$ cat src/rtl/stopwatch_ctrl.sv
// Stopwatch controller: one-hot Moore FSM. It qualifies button releases, keeps the lap-memory
// pointers, provides a lap-recall browsing mode and forces an exit when a busy handshake
// times out.
module stopwatch_ctrl #(
  parameter int unsigned LAP_AW       = 3,
  parameter int unsigned LAP_WRAP     = 0,
  parameter int unsigned BUSY_TIMEOUT = 1023
) (
  input  logic              clock,
  input  logic              reset_n,
  input  logic              btn_start_pause,
  input  logic              btn_lap,
  input  logic              btn_reset,
  input  logic              btn_clear,
  input  logic              lcd_busy,
  input  logic              reg_busy,
  output logic [6:0]        state,
  output logic              run_en,
  output logic              time_clear,
  output logic              lap_wr,
  output logic [LAP_AW-1:0] lap_addr,
  output logic              lcd_req,
  output logic              recall,
  output logic [LAP_AW:0]   lap_count,
  output logic              lap_full,
  output logic              timeout_err
);

  typedef enum logic [6:0] {
    StIdle   = 7'b0000001,
    StRun    = 7'b0000010,
    StPause  = 7'b0000100,
    StSave   = 7'b0001000,
    StRecall = 7'b0010000,
    StReset  = 7'b0100000,
    StClear  = 7'b1000000
  } state_e;

  localparam logic [LAP_AW:0] LapFull  = {1'b1, {LAP_AW{1'b0}}};
  localparam logic [15:0]     TmoLimit = 16'(BUSY_TIMEOUT);
  localparam bit              WrapEn   = (LAP_WRAP != 0);

  state_e            state_q, state_d;
  logic [3:0]        prev_q;
  logic [LAP_AW-1:0] wr_ptr_q, wr_ptr_d;
  logic [LAP_AW-1:0] rd_idx_q, rd_idx_d;
  logic [LAP_AW:0]   lap_count_q, lap_count_d;
  logic [15:0]       tmo_q, tmo_d;
  logic              terr_q, terr_d;
  // High for the first cycle after a state entry, and for the cycle after a recall step.
  logic              first_q, first_d;
  // Recall origin: 0 = IDLE, 1 = PAUSE.
  logic              origin_q, origin_d;

  logic [3:0]        levels, rel;
  logic              ev_clear, ev_reset, ev_sp, ev_lap;
  logic [15:0]       tmo_inc;
  logic              tmo_hit;
  logic              full;
  logic [LAP_AW-1:0] oldest;

  // Release detection: level was high last cycle and is low now. Only the highest event counts.
  assign levels   = {btn_clear, btn_reset, btn_start_pause, btn_lap};
  assign rel      = prev_q & ~levels;
  assign ev_clear = rel[3];
  assign ev_reset = rel[2] & ~rel[3];
  assign ev_sp    = rel[1] & ~|rel[3:2];
  assign ev_lap   = rel[0] & ~|rel[3:1];

  assign full    = (lap_count_q == LapFull);
  assign tmo_inc = tmo_q + 16'd1;
  assign tmo_hit = (tmo_inc >= TmoLimit);
  // In circular mode a full memory starts at the slot that will be overwritten next.
  assign oldest  = (WrapEn && full) ? wr_ptr_q : '0;

  // State and datapath registers.
  always_ff @(posedge clock or negedge reset_n) begin
    if (!reset_n) begin
      state_q     <= StReset;
      prev_q      <= '0;
      wr_ptr_q    <= '0;
      rd_idx_q    <= '0;
      lap_count_q <= '0;
      tmo_q       <= '0;
      terr_q      <= 1'b0;
      first_q     <= 1'b0;
      origin_q    <= 1'b0;
    end else begin
      state_q     <= state_d;
      prev_q      <= levels;
      wr_ptr_q    <= wr_ptr_d;
      rd_idx_q    <= rd_idx_d;
      lap_count_q <= lap_count_d;
      tmo_q       <= tmo_d;
      terr_q      <= terr_d;
      first_q     <= first_d;
      origin_q    <= origin_d;
    end
  end

  // Next-state, pointer and timeout logic.
  always_comb begin
    state_d     = state_q;
    wr_ptr_d    = wr_ptr_q;
    rd_idx_d    = rd_idx_q;
    lap_count_d = lap_count_q;
    tmo_d       = tmo_q;
    terr_d      = terr_q;
    first_d     = 1'b0;
    origin_d    = origin_q;

    unique case (state_q)
      StIdle: begin
        if (ev_clear) begin
          state_d = StClear;
        end else if (ev_sp) begin
          state_d = StRun;
        end else if (ev_lap && (lap_count_q != '0)) begin
          state_d  = StRecall;
          origin_d = 1'b0;
        end
      end
      StRun: begin
        if (ev_sp) begin
          state_d = StPause;
        end else if (ev_lap && (!full || WrapEn)) begin
          state_d = StSave;
        end
      end
      StSave: begin
        // Buttons are ignored here; the first cycle commits the store, later cycles wait.
        if (first_q) begin
          wr_ptr_d = wr_ptr_q + 1'b1;
          if (!full) lap_count_d = lap_count_q + 1'b1;
        end else if (!lcd_busy) begin
          state_d = StRun;
        end else begin
          tmo_d = tmo_inc;
          if (tmo_hit) begin
            state_d = StRun;
            terr_d  = 1'b1;
          end
        end
      end
      StPause: begin
        if (ev_reset) begin
          state_d = StReset;
        end else if (ev_sp) begin
          state_d = StRun;
        end else if (ev_lap && (lap_count_q != '0)) begin
          state_d  = StRecall;
          origin_d = 1'b1;
        end
      end
      StRecall: begin
        if (ev_clear) begin
          state_d = StClear;
        end else if (ev_sp) begin
          state_d = origin_q ? StPause : StIdle;
        end else if (ev_lap) begin
          first_d = 1'b1;
          if (({1'b0, rd_idx_q} + 1'b1) == lap_count_q) rd_idx_d = '0;
          else                                          rd_idx_d = rd_idx_q + 1'b1;
        end
      end
      StReset: begin
        if (!reg_busy) begin
          state_d = StIdle;
        end else begin
          tmo_d = tmo_inc;
          if (tmo_hit) begin
            state_d = StIdle;
            terr_d  = 1'b1;
          end
        end
      end
      StClear: begin
        if (first_q) begin
          lap_count_d = '0;
          wr_ptr_d    = '0;
          terr_d      = 1'b0;
        end else if (!lcd_busy) begin
          state_d = StReset;
        end else begin
          tmo_d = tmo_inc;
          if (tmo_hit) begin
            state_d = StReset;
            terr_d  = 1'b1;
          end
        end
      end
      default: state_d = StReset;
    endcase

    // Any state change starts a fresh dwell: strobe cycle, zeroed timeout, recall from oldest.
    if (state_d != state_q) begin
      first_d  = 1'b1;
      tmo_d    = '0;
      rd_idx_d = '0;
    end
  end

  // Moore output decodes.
  assign state       = state_q;
  assign run_en      = (state_q == StRun) || (state_q == StSave);
  assign time_clear  = (state_q == StReset);
  assign lap_wr      = (state_q == StSave) && first_q;
  assign lcd_req     = ((state_q == StSave) || (state_q == StClear) || (state_q == StRecall))
                       && first_q;
  assign recall      = (state_q == StRecall);
  assign lap_addr    = recall ? (oldest + rd_idx_q) : wr_ptr_q;
  assign lap_count   = lap_count_q;
  assign lap_full    = full;
  assign timeout_err = terr_q;

endmodule

$ cat config.mk
export PLATFORM = sky130hd
export DESIGN_NAME = stopwatch_ctrl
export DESIGN_NICKNAME = d
export VERILOG_FILES = /design/src/rtl/stopwatch_ctrl.sv
export SDC_FILE = /design/constraint.sdc
export NUM_CORES = 1
export LEC_CHECK = 0
export CAP_MARGIN = 15
export CORE_MARGIN = 4
export CORE_UTILIZATION = 30
export CTS_BUF_LIST = sky130_fd_sc_hd__clkbuf_4 sky130_fd_sc_hd__clkbuf_8
export DETAILED_ROUTE_END_ITERATION = 6
export MAX_ROUTING_LAYER = met4
export PLACE_DENSITY = 0.6
export SYNTH_ARGS = -nofsm -noshare
export SYNTH_HDL_FRONTEND = slang
export SYNTH_SLANG_ARGS = --single-unit
$ cat constraint.sdc
create_clock -name clock -period 2.6 [get_ports clock]
set_input_delay 0.39 -clock clock [delete_from_list [all_inputs] [get_ports clock]]
set_output_delay 0.39 -clock clock [all_outputs]
set_load 0.03 [all_outputs]
==> results.toml, run 1 <==
[run_status]
violations = "setup timing"
status = "finished, violations left"

[detailed_routing]
drt_iter0_drc = 130
wirelength_um = 8150
drc = 0
routed-via-count = 2842
ant_nets = 0
drtPass1Iterations = 4
via_per_inst = 5.21
drt-wirelength-per-cell_um = 14.9

[clocking]
numCtsBuffers = 5
clock_latency_ns = 0.30
cts_tree = "yes"
cts_root_buffer = "clkbuf_8"
clockBufferDepth = 2
cts.clk_slew.worst_paths_ns = 0.09
h-tree-depth = 2
hold_buffers = 0
cts_num_sinks = 40

[timing]
final.setup_skew_ns = 0.00718
finalCriticalPeriod_ns = 2.62
drv_slew = 0
rsz0062_at_grt = "true"
setup_viol = 1
setup_slack_ns = -0.0162
relSlewSlack = 0.564
finalHoldViolations = 0
max_freq_ghz = 0.382
tightest_slew_ns = 0.654
min_period_over_period = 1.01

[finish]
num_antenna_cells = 0
layout_common_cells = "62 x buf_4, 41 x nand2_1, 37 x dfrtp_1, 22 x nor2_1, 19 x clkdlybuf4s50_1"
syn_to_final_growth_pct = 33.1
nNetsFinal = 430
final_layout_size_suffix_gt1_frac = 0.273
layout_commonest_cell = "buf_4"
final_cell_area_sq_mm = 0.00386
utilization = 0.414

[global_routing]
grt_pass1_wl_um = 13400
grt_max_degree = 29
grt-ovfl-total = 0
track_usage = 0.150
grt_antenna_before_repair = 0
grt_pass1_vias = 2706

[die]
die_w_um = 106
dieArea_sq_mm = 0.0113
rows = 35
io_pins = 29
die_y_um = 106
core_sq_mm = 0.00933
initial_utilization = 0.311

[logic_synthesis]
synthesis.instances = 347
syn_area_sq_mm = 0.00290
synth_cell_types = 62
ys_ff_latch = 40
yosysSeqAreaShare = 0.345
yosys_most_used_dff = "dfrtp_1"
synth_edf_count = 0
ys_warn_count = 0
syn-num-nets = 361
syn_area_per_cell_sq_um = 8.37
synthArstFlopShare = 1.00

[critical_path]
path_delay_family = "simple AND/OR/NAND/NOR gates"
crit_required_ns = 2.78
cp.arrival_ns = 2.80
cp_num_buf_inv = 1
crit_fanout = 3
critPathMaxStageDelay_ns = 0.52
crit_slowest_cell = "or4_1"
worstSetupEndpointType = "flop"
path_class = "flop to flop"
cp-start-kind = "flop"
crit_chain = "nand4_1, or4_1, o21ai_1, buf_4, nor2b_4, a311oi_2, a2111o_1, or3b_1"

[run]
drv_cap = 0

[place]
dpl.hpwl_um = 6060
gp_congestion = 0.972
port_buffers = 28
placed_area_sq_mm = 0.00362

[power]
total_power_w = 0.00218
power.leakage_nw = 1.65
irDropWorstVdd_mv = 0.333
powerDensity_mw_per_mm2 = 565

[min_path]
hp-class = "input port to asynchronous set/reset pin"
==> per-layer routing <==
| metal | vias to the layer above | GRT usage | share of wire |
|---|---|---|---|
| li1 | 1399 | - | - |
| met1 | 1348 | 0.197 | 0.46 |
| met2 | 78 | 0.243 | 0.48 |
| met3 | 17 | 0.0261 | 0.045 |
| met4 | 0 | 0.0324 | 0.015 |
| met5 | - | - | 0 |
==> sequential cells by signal, summed over array words and instances (netlist names) <==
| register | cells |
|---|---|
| rd_idx_q | 3 |
| timeout_err | 1 |
| lap_count | 4 |
| origin_q | 1 |
| state | 7 |
| first_q | 1 |
| prev_q | 4 |
| tmo_q | 16 |
| wr_ptr_q | 3 |
==> power breakdown <==
part	total [W]	switching (W)	internal, W
Sequential	0.000761	0.0000929	0.000668
Combinational	0.000958	0.000577	0.000381
Clock	0.000464	0.000249	0.000215
Total	0.00218	0.000919	0.00126
==> what timing repair did <==
item                       4_1_cts  5_1_grt
resized for setup                6       17
buffers inserted                 2        4
pin swaps                        4        6
setup endpoints to repair       18       24
==> through the flow <==
stage                     setup TNS, ns  hold slack (ns)  instances  setup WS, ns
after floorplan                   -3.56           0.0944        347        -0.231
after global placement          -0.0331            0.462        532      -0.00834
after detailed placement         -0.982            0.471        532       -0.0759
after CTS                             0            0.134        542       0.00203
after global routing              -1.77            0.154        546        -0.121
final                           -0.0162            0.105        546       -0.0162
==> final cells by class <==
type	count	area [sq um]
Clock inverter	2	15.0
Fill cell	929	5470
Timing Repair Buffer	86	716
Tap cell	129	161
Inverter	12	45.0
Multi-Input combinational cell	271	1840
Clock buffer	6	82.6
Sequential cell	40	1000
==> final timing paths <==
kind	start	endpoint	slack (ns)	depth (start not counted)
worst max-delay path	tmo_q[0]$_DFFE_PN0P_	first_q$_DFF_PN0_	-0.02	8
worst min-delay path	reset_n	tmo_q[5]$_DFFE_PN0P_	0.10	1
worst max register to register	tmo_q[0]$_DFFE_PN0P_	first_q$_DFF_PN0_	-0.02	8
worst min register to register	wr_ptr_q[2]$_DFFE_PN0P_	wr_ptr_q[2]$_DFFE_PN0P_	0.50	1
max in group asynchronous	reset_n	tmo_q[8]$_DFFE_PN0P_	1.85	2
min in group clock	wr_ptr_q[2]$_DFFE_PN0P_	wr_ptr_q[2]$_DFFE_PN0P_	0.50	1
==> Yosys cell counts, types with 4 or more instances <==
cell type	instances	area, sq um
xnor2_1	6	52.6
o211ai_1	4	30.0
o21ai_0	17	85.1
inv_1	12	45.0
nor2_1	22	82.6
dfrtp_1	39	976
nor2b_1	6	37.5
nand2_1	41	154
buf_6	4	45.0
o31ai_1	5	37.5
nor3_2	12	120
nand2b_1	5	31.3
xor2_1	16	140
nor3_1	20	100
clkbuf_1	14	52.6
ha_1	6	75.1
nand3_1	16	80.1
nand4_1	14	87.6
a21oi_1	14	70.1
nor4b_1	4	35.0
==> logic make-up (layout without fill, tap and decap cells) <==
logic type               Yosys count  count (layout)  share of synthesized area
AND/OR/NAND/NOR                  170             170                      0.331
AO/OA/AOI/OAI                     71              71                      0.162
flip-flops                        40              40                      0.345
buffers and inverters             36             106                     0.0625
XOR/XNOR                          22              22                     0.0664
adder cells (fa/ha/maj)            6               6                     0.0259
multiplexers                       2               2                    0.00776
Note: power is estimated with default switching activity, not from simulation.
==> inputs of run 2 (changes only) <==
- CORE_UTILIZATION: 30 -> 29
- PLACE_DENSITY: 0.6 -> 0.59
==> results.toml, run 2 (same netlist as run 1, synthesis figures left out) <==
[die]
initial_utilization = 0.297
io_pins = 29
core_sq_mm = 0.00977
rows = 36
die_y_um = 108
die_w_um = 108
dieArea_sq_mm = 0.0117

[place]
gp_congestion = 0.948
dpl.cell_count = 531
port_buffers = 28
pre_cts_ws_ns = -0.109
placed_area_sq_mm = 0.00359
dpl.hpwl_um = 6130

[critical_path]
r2r_end = "first_q$_DFF_PN0_"
r2r_cells = 6
endpoint = "first_q$_DFF_PN0_"
startpoint = "state[0]$_DFF_PN0_"
path_class = "flop to flop"
crit_required_ns = 2.79
cp.arrival_ns = 2.77
worstSetupEndpointType = "flop"
crit_fanout = 5
cp-start-kind = "flop"
reg2reg_slack_ns = 0.01
r2r_start = "state[0]$_DFF_PN0_"

[timing]
min_period_over_period = 0.996
finalCriticalPeriod_ns = 2.59
setup_viol = 0
tightest_slew_ns = 0.938
max_freq_ghz = 0.386
finalHoldViolations = 0
rsz0062_at_grt = "true"
final.setup_skew_ns = 0.00808
relSlewSlack = 0.375
drv_slew = 0
setup_slack_ns = 0.0112

[global_routing]
grt_pass1_vias = 2928
grt_pass1_wl_um = 14000
grt_max_degree = 41
track_usage = 0.155
grt-ovfl-total = 0
grt_antenna_before_repair = 0

[clocking]
cts_root_buffer = "clkbuf_8"
h-tree-depth = 2
cts.clk_slew.worst_paths_ns = 0.09
clock_latency_ns = 0.30
clockBufferDepth = 2
cts_tree = "yes"
numCtsBuffers = 5
cts_num_sinks = 40

[finish]
layout_common_cells = "56 x buf_4, 41 x nand2_1, 37 x dfrtp_1, 22 x nor2_1, 19 x clkdlybuf4s50_1"
nFillCells = 1026
final_cells = 543
num_antenna_cells = 0
final_cell_area_sq_mm = 0.00379
layout_commonest_cell = "buf_4"
syn_to_final_growth_pct = 30.5
nNetsFinal = 423
largest-register = "tmo_q"
final_layout_size_suffix_gt1_frac = 0.261
largest_reg_flops = 16

[detailed_routing]
drt_iter0_drc = 97
drtPass1Iterations = 4
drc = 0
ant_nets = 0
drt-wirelength-per-cell_um = 15.3
routed-via-count = 2833
wirelength_um = 8300
via_per_inst = 5.22

[power]
irDropWorstVdd_mv = 0.309
power.leakage_nw = 1.62
powerDensity_mw_per_mm2 = 573

[min_path]
hp-class = "input port to asynchronous set/reset pin"

[run_status]
status = "finished clean"

[run]
drv_cap = 0
==> run 2: final cells by class <==
cell class	count	area, sq um	area share
Clock buffer	6	82.6	0.0218
Clock inverter	2	10.0	0.00264
Inverter	12	45.0	0.0119
Multi-Input combinational cell	271	1820	0.481
Sequential cell	40	1000	0.265
Tap cell	133	166	0.0439
Timing Repair Buffer	79	656	0.173
==> run 2: routing by layer <==
| metal | GRT usage | part of all wire | vias up |
|---|---|---|---|
| met2 | 0.264 | 0.50 | 67 |
| met4 | 0.0505 | 0.023 | 0 |
| met3 | 0.0287 | 0.033 | 15 |
| met1 | 0.186 | 0.45 | 1370 |
| li1 | - | - | 1381 |
| met5 | - | 0 | - |
==> run 2: what timing repair did <==
item                                    CTS  global route
pin swaps                                 3             2
gates resized for setup                  12             8
buffers inserted                          3             1
hold buffers                              0             0
endpoints found under the setup margin   18            21
==> run 2: worst min path at each step <==
stage / start / endpoint / cells past startpoint
after floorplan: reset_n / first_q$_DFF_PN0_ / 0
after global placement: wr_ptr_q[2]$_DFFE_PN0P_ / wr_ptr_q[2]$_DFFE_PN0P_ / 1
after detailed placement: wr_ptr_q[2]$_DFFE_PN0P_ / wr_ptr_q[2]$_DFFE_PN0P_ / 1
after CTS: reset_n / tmo_q[5]$_DFFE_PN0P_ / 1
after global routing: reset_n / tmo_q[5]$_DFFE_PN0P_ / 1
final: reset_n / tmo_q[8]$_DFFE_PN0P_ / 1
==> run 2: critical path, stage by stage (launching register included) <==
cell     delay, ns
dfrtp_2       0.46
or4_4         0.55
or3_4         0.40
nor4b_4       0.22
a21oi_1       0.09
or3_4         0.39
or3b_1        0.36
==> run 2: power by group <==
part | internal (W) | switching [W]
Clock | 0.000212 | 0.000239
Combinational | 0.000373 | 0.000589
Sequential | 0.000668 | 0.0000901
Total | 0.00125 | 0.000917
==> run 2: per-stage QoR <==
step	setup TNS, ns	util	hold slack (ns)	power [W]
after CTS	-0.000246	0.384	0.257	0.00217
final	0	0.387	0.221	0.00217
after floorplan	-3.56	-	0.0944	0.00140
after global routing	-1.17	0.387	0.314	0.00230
after global placement	-0.0179	0.367	0.483	0.00167
after detailed placement	-0.957	0.367	0.517	0.00168
==> inputs of run 3 (changes only) <==
- PLACE_DENSITY: 0.59 -> 0.58
==> results.toml, run 3 (same netlist as run 1, synthesis figures left out) <==
[global_routing]
grt_busiest_layer = "met2"
grt_pass1_wl_um = 13900
gr-usage-met1 = 0.200
grt-ovfl-total = 0
grt_use_met3 = 0.0203
grt_pass1_vias = 2828
track_usage = 0.152
grt_antenna_before_repair = 0
grt_max_degree = 25
use_met2 = 0.243

[finish]
syn_to_final_growth_pct = 32.5
final_layout_size_suffix_gt1_frac = 0.266
largest-register = "tmo_q"
num_antenna_cells = 0
final_cells = 550
utilization = 0.393
nNetsFinal = 430
largest_reg_flops = 16
layout_commonest_cell = "buf_4"
layout_common_cells = "62 x buf_4, 41 x nand2_1, 37 x dfrtp_1, 22 x nor2_1, 19 x clkdlybuf4s50_1"

[critical_path]
startpoint = "state[1]$_DFF_PN0_"
worstSetupEndpointType = "flop"
path_delay_family = "simple AND/OR/NAND/NOR gates"
r2r_start = "state[1]$_DFF_PN0_"
crit_required_ns = 2.79
critPathMaxStageDelay_ns = 0.58
path_class = "flop to flop"
crit_chain = "or4_4, or3_4, nor4b_4, a21oi_1, or3_4, or3b_1"
r2r_end = "first_q$_DFF_PN0_"
cp_num_buf_inv = 0
crit_slowest_cell = "or4_4"
crit_fanout = 5
cp.arrival_ns = 2.84
r2r_cells = 6
cp_common_cell = "or3_4"
cp-start-kind = "flop"
reg2reg_slack_ns = -0.05

[timing]
setup_slack_ns = -0.0477
finalCriticalPeriod_ns = 2.65
tightest_slew_ns = 0.538
drv_slew = 0
relSlewSlack = 0.638
finalHoldViolations = 0
final.setup_skew_ns = 0.0113
setup_viol = 5
min_period_over_period = 1.02
rsz0062_at_grt = "true"
max_freq_ghz = 0.378

[die]
die_w_um = 108
dieArea_sq_mm = 0.0117
initial_utilization = 0.297
die_y_um = 108
io_pins = 29
core_sq_mm = 0.00977
rows = 36

[place]
dpl.hpwl_um = 6190
dpl.cell_count = 538
port_buffers = 28
pre_cts_ws_ns = -0.108
gp_congestion = 0.910

[detailed_routing]
via_per_inst = 5.09
drt-wirelength-per-cell_um = 15.0
drc = 0
routed-via-count = 2797
ant_nets = 0
drtPass1Iterations = 4
drt_iter0_drc = 106
wirelength_um = 8230

[clocking]
h-tree-depth = 2
hold_buffers = 0
cts_num_sinks = 40
cts.clk_slew.worst_paths_ns = 0.09
clock_latency_ns = 0.30
numCtsBuffers = 5
clockBufferDepth = 2
cts_tree = "yes"
cts_root_buffer = "clkbuf_8"

[power]
p_sw_w = 0.000903
p_comb_frac = 0.440
seqPwrFrac = 0.341
p_int_w = 0.00131
power.leakage_nw = 1.66
clock_power_share = 0.219
irDropWorstVdd_mv = 0.316
switching_share = 0.408
powerDensity_mw_per_mm2 = 576

[run]
drv_cap = 0

[run_status]
status = "finished, violations left"
violations = "setup timing"

[min_path]
hp-class = "input port to asynchronous set/reset pin"
run 3: through the flow:
step           hold WS (ns)  setup TNS, ns  instance area, sq um  power [W]
2_1_floorplan        0.0944          -3.56                  2930    0.00140
3_3_place_gp          0.340         -0.536                  3630    0.00164
3_5_place_dp          0.351          -1.11                  3630    0.00165
4_1_cts              0.0233       -0.00524                  3790    0.00220
5_1_grt              0.0393          -2.08                  3850    0.00235
6_report             0.0104         -0.124                  3850    0.00221
run 3: worst register-to-register path: stages (launching register included):
cell and delay, ns:
dfrtp_2 0.45, or4_4 0.58, or3_4 0.40, nor4b_4 0.26
a21oi_1 0.09, or3_4 0.40, or3b_1 0.35
run 3: worst max path at each step:
| stage | depth (start not counted) | endpoint | slack (ns) |
|---|---|---|---|
| floorplan | 9 | first_q$_DFF_PN0_ | -0.23 |
| global placement | 8 | first_q$_DFF_PN0_ | -0.07 |
| detailed placement | 9 | tmo_q[0]$_DFFE_PN0P_ | -0.11 |
| CTS | 6 | first_q$_DFF_PN0_ | -0.005 |
| global route | 8 | first_q$_DFF_PN0_ | -0.17 |
| finish | 6 | first_q$_DFF_PN0_ | -0.05 |
run 3: what timing repair did:
action | in CTS | in global routing
endpoints found under the setup margin | 12 | 23
pin swaps | 5 | 3
resized for setup | 8 | 11
setup buffers | 4 | 0
run 3: cell type report:
class,count,area (sq um)
flip-flops and latches,40,1000
inverters,12,45.0
fillers,1000,5930
clock buffers,8,104
well taps,133,166
repair buffers,86,711
multi-input cells,271,1820
run 3: layer usage:
layer  wire [um]  up-vias
met1        3890     1316
met5           0        -
met3         276       12
li1            -     1404
met2        3950       65
met4         119        0
run 3: power groups by stage:
stage	clock network, W	logic (W)	registers, W
after global placement	0	0.000877	0.000767
after global routing	0.000526	0.00106	0.000768
after detailed placement	0	0.000887	0.000767
final	0.000485	0.000974	0.000756
after CTS	0.000500	0.000943	0.000755
after floorplan	0	0.000663	0.000740
